**src/rtl/add_div_mix_pkg.sv**
```systemverilog
// Shared constants and FSM encodings for the add/div mix restoring divider.
package add_div_mix_pkg;

    localparam int unsigned ADM_W     = 4;
    localparam int unsigned ADM_QW    = 2 * ADM_W;
    localparam int unsigned ADM_CNT_W = $clog2(ADM_QW);

    typedef logic [1:0] state_t;

    localparam logic [1:0] ST_IDLE = 2'd0;
    localparam logic [1:0] ST_CALC = 2'd1;
    localparam logic [1:0] ST_DONE = 2'd2;

endpackage

```
**src/rtl/add_div_mix_step.sv**
```systemverilog
// One restoring-division step: shift in a dividend bit, trial-subtract the divisor,
// keep the difference when it does not borrow.
module add_div_mix_step
    import add_div_mix_pkg::*;
#(
    parameter int unsigned W = ADM_W
) (
    input  logic [W:0]   rem_cur,
    input  logic         bit_next,
    input  logic [W-1:0] divisor,
    output logic [W:0]   rem_next,
    output logic         q_bit
);

    logic [W:0] shifted;
    logic [W:0] diff;
    logic       borrow;

    // A set top bit means the shifted value exceeds any W-bit divisor, so the
    // truncated difference is still exact and the step must succeed.
    always_comb begin
        shifted       = {rem_cur[W-1:0], bit_next};
        {borrow, diff} = {1'b0, shifted} - {2'b00, divisor};
        q_bit         = rem_cur[W] | ~borrow;
        rem_next      = q_bit ? diff : shifted;
    end

endmodule

```
**src/rtl/add_div_mix_4_bit.sv**
```systemverilog
// Sequential divider recovering (a+b) = prod / ((c+d) mod 2^W), one quotient bit per clock.
// Optional ADD_DIV_MIX_DBZ_BYPASS_EN skips the iterations when the divisor is zero.
module add_div_mix_4_bit
    import add_div_mix_pkg::*;
#(
    parameter int unsigned W = ADM_W
) (
    input  logic             clk,
    input  logic             rst,
    input  logic             in_valid,
    output logic             in_ready,
    input  logic [2*W-1:0]   prod_i,
    input  logic [W-1:0]     c_i,
    input  logic [W-1:0]     d_i,
    output logic             out_valid,
    input  logic             out_ready,
    output logic [2*W-1:0]   quot_o,
    output logic [W-1:0]     rem_o,
    output logic             dbz_o
);

    localparam int unsigned QW = 2 * W;
    localparam int unsigned CW = $clog2(QW);

    state_t        state_q;
    state_t        state_d;
    logic [QW-1:0] div_q;
    logic [QW-1:0] quo_q;
    logic [W:0]    rem_q;
    logic [W-1:0]  s_q;
    logic          dbz_q;
    logic [CW-1:0] cnt_q;

    logic          accept;
    logic [W-1:0]  s_new;
    logic          s_zero;
    logic          handshake;
    logic [W:0]    step_rem;
    logic          step_q;

    assign accept    = in_valid & in_ready;
    assign s_new     = W'(c_i + d_i);
    assign s_zero    = (s_new == '0);
    assign handshake = out_valid & out_ready;

    add_div_mix_step #(.W(W)) u_step (
        .rem_cur  (rem_q),
        .bit_next (div_q[QW-1]),
        .divisor  (s_q),
        .rem_next (step_rem),
        .q_bit    (step_q)
    );

    // State register
    always_ff @(posedge clk or posedge rst) begin
        if (rst) state_q <= ST_IDLE;
        else     state_q <= state_d;
    end

    // Next-state logic
    always_comb begin
        state_d = state_q;
        case (state_q)
            ST_IDLE: begin
                if (accept) begin
`ifdef ADD_DIV_MIX_DBZ_BYPASS_EN
                    state_d = s_zero ? ST_DONE : ST_CALC;
`else
                    state_d = ST_CALC;
`endif
                end
            end
            ST_CALC: begin
                if (cnt_q == CW'(QW - 1)) state_d = ST_DONE;
            end
            ST_DONE: begin
                if (handshake) state_d = ST_IDLE;
            end
            default: state_d = ST_IDLE;
        endcase
    end

    // Working registers: operand capture and one restoring step per CALC cycle
    always_ff @(posedge clk or posedge rst) begin
        if (rst) begin
            div_q <= '0;
            quo_q <= '0;
            rem_q <= '0;
            s_q   <= '0;
            dbz_q <= 1'b0;
            cnt_q <= '0;
        end else begin
            case (state_q)
                ST_IDLE: begin
                    if (accept) begin
                        div_q <= prod_i;
                        s_q   <= s_new;
                        dbz_q <= s_zero;
                        quo_q <= '0;
                        rem_q <= '0;
                        cnt_q <= '0;
                    end
                end
                ST_CALC: begin
                    rem_q <= step_rem;
                    quo_q <= {quo_q[QW-2:0], step_q};
                    div_q <= {div_q[QW-2:0], 1'b0};
                    cnt_q <= cnt_q + CW'(1);
                end
                default: ;
            endcase
        end
    end

    // Output registers: results are published on the first DONE cycle and held
    always_ff @(posedge clk or posedge rst) begin
        if (rst) begin
            in_ready  <= 1'b1;
            out_valid <= 1'b0;
            quot_o    <= '0;
            rem_o     <= '0;
            dbz_o     <= 1'b0;
        end else begin
            in_ready <= (state_d == ST_IDLE);
            if (state_q == ST_DONE) begin
                if (!out_valid) begin
                    out_valid <= 1'b1;
                    quot_o    <= dbz_q ? '1 : quo_q;
                    rem_o     <= dbz_q ? '0 : rem_q[W-1:0];
                    dbz_o     <= dbz_q;
                end else if (out_ready) begin
                    out_valid <= 1'b0;
                end
            end
        end
    end

endmodule
```
**config.mk**
```make
export PLATFORM = sky130hd
export DESIGN_NAME = add_div_mix_4_bit
export DESIGN_NICKNAME = d
export VERILOG_FILES = /design/src/rtl/add_div_mix_pkg.sv /design/src/rtl/add_div_mix_step.sv /design/src/rtl/add_div_mix_4_bit.sv
export SDC_FILE = /design/constraint.sdc
export NUM_CORES = 1
export LEC_CHECK = 0
export BUFFER_PORTS_ARGS = -buffer_cell sky130_fd_sc_hd__buf_2
export CAP_MARGIN = 10
export CELL_PAD_IN_SITES_DETAIL_PLACEMENT = 1
export CELL_PAD_IN_SITES_GLOBAL_PLACEMENT = 1
export CORE_AREA = 2 2 89 91
export CTS_CLUSTER_DIAMETER = 200
export CTS_CLUSTER_SIZE = 24
export DETAILED_ROUTE_END_ITERATION = 7
export DIE_AREA = 0 0 91 93
export PLACE_DENSITY = 0.7
export SLEW_MARGIN = 20
export SYNTH_ARGS = -nofsm -noshare
export SYNTH_HDL_FRONTEND = slang
export SYNTH_SLANG_ARGS = --single-unit
```
**constraint.sdc**
```tcl
create_clock -name clk -period 2.5 [get_ports clk]
set_clock_uncertainty 0.15 [all_clocks]
set_input_delay 0 -clock clk [delete_from_list [all_inputs] [get_ports clk]]
set_output_delay 0 -clock clk [all_outputs]
set_load 0.1 [all_outputs]
```
### Yosys cells after proc, flatten, opt, wreduce, memory -nomap -nowiden

Index checks and enable logic that the tools add are counted.
W data, S select, Z words.

| word-level totals | value |
|---|---|
| register bits | 46 |
| bits in latches | 0 |
| RAM bits | 0 |
| ROM bits | 0 |
| input port bits | 20 |
| output and inout bits | 15 |
| logic and storage cells | 48 |
| memories kept | 0 |

| operators by class | value |
|---|---|
| add/subtract/negate cells | 3 |
| multipliers | 0 |
| divide/modulo/power cells | 0 |
| $lt $le $gt $ge | 0 |
| equal/unequal tests | 4 |
| shift-type cells | 0 |
| muxes and demuxes | 17 |
| bitwise gates (word level) | 5 |
| reductions and logical operators | 7 |

Operator list:

| operator | number |
|---|---|
| $pmux W8 S2 | 2 |
| $mux W8 | 3 |
| $mux W5 | 2 |
| $pmux W5 S2 | 1 |
| $mux W2 | 3 |
| $pmux W2 S3 | 1 |
| $pmux W3 S2 | 1 |
| $reduce_and A2 Y1 | 3 |
| $sub A5 B4 Y6 | 1 |
| $add A4 B4 Y4 | 1 |
| $logic_not A2 Y1 | 2 |
| $logic_not A4 Y1 | 1 |
| $mux W4 | 1 |
| $add A3 B1 Y3 const B | 1 |
| $eq A3 B3 Y1 const B | 1 |
| $mux W3 | 1 |
| $and A1 B1 Y1 | 2 |
| $eq A2 B1 Y1 const B | 1 |
| $eq A2 B2 Y1 const B | 1 |
| $mux W1 | 2 |
| $ne A2 B2 Y1 const B | 1 |
| $not A1 Y1 | 2 |
| $reduce_bool A2 Y1 | 1 |
| $or A1 B1 Y1 | 1 |

### Longest topological paths before layout

| depth | value |
|---|---|
| depth in word-level cells | 5 |
| depth in mapped cells | 8 |
| depth with buffers taken out | 8 |

### Modules after synthesis

Synthesis repeated with hierarchy kept, for this count alone.

| second synthesis, totals | value |
|---|---|
| cell total of the unflattened synthesis | 241 |
| area total of the unflattened synthesis | 2253.4 µm² |

Modules (own cells, without submodules):

| module | times used | cells an instance | area an instance (µm²) | sequential area each (µm²) |
|---|---|---|---|---|
| add_div_mix_4_bit | 1 | 213 | 2009.4 | 1152.4 |
| add_div_mix_step | 1 | 28 | 244.0 | 0.0 |

### Worst setup path before layout

OpenSTA, ideal clock, no wires.

| timing path | value |
|---|---|
| path type | reg2reg |
| start | reg in_ready |
| end | reg div_q[1] |
| library setup time | 82 ps |
| arrival time | 1721 ps |
| data required time | 2268 ps |
| setup slack | 547 ps |
| stages on the path, launching flop included | 6 |
| buffers on the path | 2 |
| clock period less this slack | 1953 ps |
| path through | dfstp_2 > nor4bb_1 > buf_2 > buf_2 > nand2_1 > a31oi_1 |

| on the way | value |
|---|---|
| longest elaborated chain between the ends | 3 |

Ends and longest elaborated chain:

| element | RTL line | RTL |
|---|---|---|
| start: declaration | add_div_mix_4_bit.sv:11 | `output logic in_ready,` |
| start signal: assignment | add_div_mix_4_bit.sv:124 | `in_ready <= (state_d == ST_IDLE);` |
| $and A1 B1 Y1 | add_div_mix_4_bit.sv:41 | `assign accept = in_valid & in_ready;` |
| $ne A2 B2 Y1 (no source line) | n/a |  |
| $reduce_and A2 Y1 (no source line) | n/a |  |
| end signal: assignment | add_div_mix_4_bit.sv:96 | `div_q <= prod_i;` |
| end signal: assignment | add_div_mix_4_bit.sv:107 | `div_q <= {div_q[QW-2:0], 1'b0};` |
| end: declaration | add_div_mix_4_bit.sv:27 | `logic [QW-1:0] div_q;` |

Every way passes these cells.
A chain may end at the register's enable or synchronous reset.

### Worst setup path after layout

| timing path | value |
|---|---|
| start | reg rem_q[0] |
| end | reg rem_q[3] |

| on the way | value |
|---|---|
| longest elaborated chain between the ends | 5 |

Ends and longest elaborated chain:

| element | RTL line | RTL |
|---|---|---|
| start: declaration | add_div_mix_4_bit.sv:29 | `logic [W:0] rem_q;` |
| start signal: assignment | add_div_mix_4_bit.sv:105 | `rem_q <= step_rem;` |
| $sub A5 B4 Y6 (*) | add_div_mix_step.sv:23 | `{borrow, diff} = {1'b0, shifted} - {2'b00, divisor};` |
| $not A1 Y1 | add_div_mix_step.sv:24 | `q_bit = rem_cur[W] \| ~borrow;` |
| $or A1 B1 Y1 | add_div_mix_step.sv:24 |  |
| $mux W5 (*) | add_div_mix_step.sv:25 | `rem_next = q_bit ? diff : shifted;` |
| $pmux W5 S2 (*) | add_div_mix_4_bit.sv:93 | `case (state_q)` |

Every way passes the cells marked *; elsewhere a longest branch is shown, timed or not.

==> flow_summary.ini <==
[final_layout]
fin_nets = 314
diodes = 0
area_growth_pct = 26.81
fillers = 916
layout-drive-gt1-share_pct = 19.01

[clock_tree]
cts.sinks = 46
cts_setup_buffers = 0
clockBufferDepth = 2
cts_tree = built
post_cts_resized = 0
clk_latency_ps = 310
root_buffer = clkbuf_8
htreeDepth = 2
cts_buffers = 5
cts.clk_slew.worst_paths_ps = 90

[global_routing]
grt_pass1_vias = 1878
grt_overflow_total = 0
grt_use_met1_pct = 16.99
grt_max_degree = 39
track_usage_pct = 13.30
use_met2_pct = 22.35
grt_pass1_wl_um = 8914
grt-busiest-layer = met2
antenna_found_initial = 0
use_met3_pct = 3.223

[floorplanning]
die_x_um = 91
start_util_pct = 28.96
rows = 32
core_area_mm2 = 0.007527
die_h_um = 93
ios = 35
dieArea_mm2 = 0.008463

[power_and_ir_drop]
power_density_mw_per_mm2 = 1439
p_leak_nw = 1.314
vdd_drop_max_mv = 0.5542

[logic_synthesis]
synth_area_mm2 = 0.002180
synth_top_cell_area_share_pct = 51.66
syn_inst = 234
syn_nets = 265
yosys.area.top_type = dfrtp_1
synth-edff-count = 0
ys_seq_area_share_pct = 52.87
syn_avg_cell_area_um2 = 9.314
synthArstFlopShare_pct = 100.0
synth-seq-cells = 46
yosys_warnings = 0
synth.area.top_cells = dfrtp_1 52%, nand2_1 7.7%, ha_1 5.2%
ys_types = 33
dominantRegCellSynth = dfrtp_1

[detailed_routing]
drt_pass1_iterations = 4
drc = 0
post_drt_wl_per_cell_um = 13.43
viasPerCell = 4.712
first_iter_violations = 76
dr_total_vias = 1819
wl_um = 5185
postRouteAntennaNets = 0

[placed_design]
globalplace.congestion = 0.8218
dp.final_hpwl_um = 3706
io_buffers = 34
dp_slack_ps = 448.3

[min_path]
holdCritStartpoint = c_i[3]
min_path_type = in -> reg

[sta]
hold_ws_ps = 14.75
finalSetupViolations = 0
max_freq_mhz = 487.8
period_needed_ps = 2050
slew-limit-headroom_pct = 60.63
rsz0062_at_grt = false
timing.final.crit_share_pct = 82.00
slew_violations = 0
final_hold_viol_count = 0
fin_tns_setup_ps = 0
worstMarginPinSlew_ps = 586.0
worst_slack_ps = 450.0

[run_status]
outcome = completed

[critical_path]
crit_slowest_cell = or4_1
crit_path_end_kind = flop
cp.arrival_ps = 2100
critPathLaunchType = flop
crit_start = rem_q[0]
cpPeakStageDelay_ps = 470
crit_required_ps = 2550
path_cells = ha_1 -> nor2b_1 -> o21a_1 -> or4_1 -> a32o_1
path_class = reg -> reg
cp_max_fo = 5
r2r-start = rem_q[0]

[flow_run]
drv_cap = 0
## critical path, delay by kind of cell, from the launching register on
kind	cells	cell delay [ps]
AO/OA/AOI/OAI	2	420
AND/OR/NAND/NOR	2	610
flip-flops	1	460
adder cells (fa/ha/maj)	1	320
## logic make-up after synthesis
logic type | share of synthesized area, %
xor+xnor | 2.010
simple gates | 17.74
compound gates | 13.89
flops | 52.87
fa+ha+maj | 7.004
buf+inv | 4.937
mux | 1.550
## layout by cell type (no fill, tap or decap), types with 2 or more instances in the layout
| master | n |
|---|---|
| a21o_1 | 3 |
| a21oi_1 | 14 |
| a31oi_1 | 6 |
| buf_2 | 34 |
| buf_4 | 6 |
| bufinv_16 | 2 |
| clkbuf_8 | 5 |
| dfrtp_1 | 45 |
| dlygate4sd3_1 | 14 |
| fa_1 | 2 |
| ha_1 | 9 |
| inv_1 | 14 |
| mux2_2 | 3 |
| nand2_1 | 45 |
| nand2b_1 | 2 |
| nand3_1 | 5 |
| nand4_1 | 3 |
| nor2_1 | 25 |
| nor2b_1 | 2 |
| nor3_1 | 2 |
| o211ai_1 | 3 |
| o21a_1 | 2 |
| o21ai_0 | 19 |
| o31ai_1 | 2 |
| xnor2_1 | 2 |
| xor2_1 | 3 |
## registers in the layout, summed over array words and instances, names as in the netlist
| name | flops |
|---|---|
| quot_o | 8 |
| quo_q | 8 |
| dbz_q | 1 |
| s_q | 4 |
| cnt_q | 3 |
| dbz_o | 1 |
| out_valid | 1 |
| rem_q | 5 |
| rem_o | 4 |
| div_q | 8 |
| in_ready | 1 |
| state_q | 2 |
## power by group
part           switching (mW)  internal [mW]  leakage [nW]
clock network           0.266          0.400        0.0683
logic                    1.37          0.614         0.665
registers               0.250           1.07         0.580
total                    1.89           2.09          1.31
## repair_timing
item | 4_1_cts | 5_1_grt
endpoints found under the setup margin | 0 | 0
endpoints found under the hold margin | 59 | 0
hold buffers | 14 | 0
## per-stage QoR
step | std cells | instance area (µm²) | power, mW | util (%)
after floorplan | 234 | 2180 | 2.831 | -
after global placement | 364 | 2486 | 3.244 | 33.03
after detailed placement | 364 | 2486 | 3.338 | 33.03
after CTS | 386 | 2764 | 4.041 | 36.72
after global routing | 386 | 2764 | 4.323 | 36.72
final | 386 | 2764 | 3.978 | 36.72
## Yosys cell counts (2+ instances only)
cell and number:
a21o_1 3, a21oi_1 14, a31oi_1 6, buf_2 5
clkbuf_1 7, dfrtp_1 45, fa_1 2, ha_1 9
inv_1 15, mux2_2 3, nand2_1 45, nand2b_1 2
nand3_1 5, nand4_1 3, nor2_1 25, nor2b_1 2
nor3_1 2, o211ai_1 3, o21a_1 2, o21ai_0 19
o31ai_1 2, xnor2_1 2, xor2_1 3
## path summary, 6_finish.rpt
check | slack (ps) | endpoint | cells past startpoint
worst max-delay path | 450 | rem_q[3] | 5
worst min-delay path | 10 | dbz_q | 4
worst max register to register | 450 | rem_q[3] | 5
worst min register to register | 350 | s_q[2] | 2
max in group asynchronous | 870 | in_ready | 5
min in group asynchronous | 550 | quot_o[7] | 4
## routing by layer
metal,up-vias,share of wire (%)
met5,-,0
met4,0,1.2
met3,6,4.3
met2,41,47
met1,893,47
li1,879,-
## cell type report
type                    instances  area [µm²]  share of cell area, %
clock inverters                 3       68.82                  2.490
inverters                      15       56.30                  2.037
clock buffers                   5       68.82                  2.490
well taps                     102       127.6                  4.617
multi-input cells             161       934.6                  33.82
flip-flops and latches         46        1152                  41.69
repair buffers                 54       355.3                  12.86
Power figures use the tool's default switching activity.
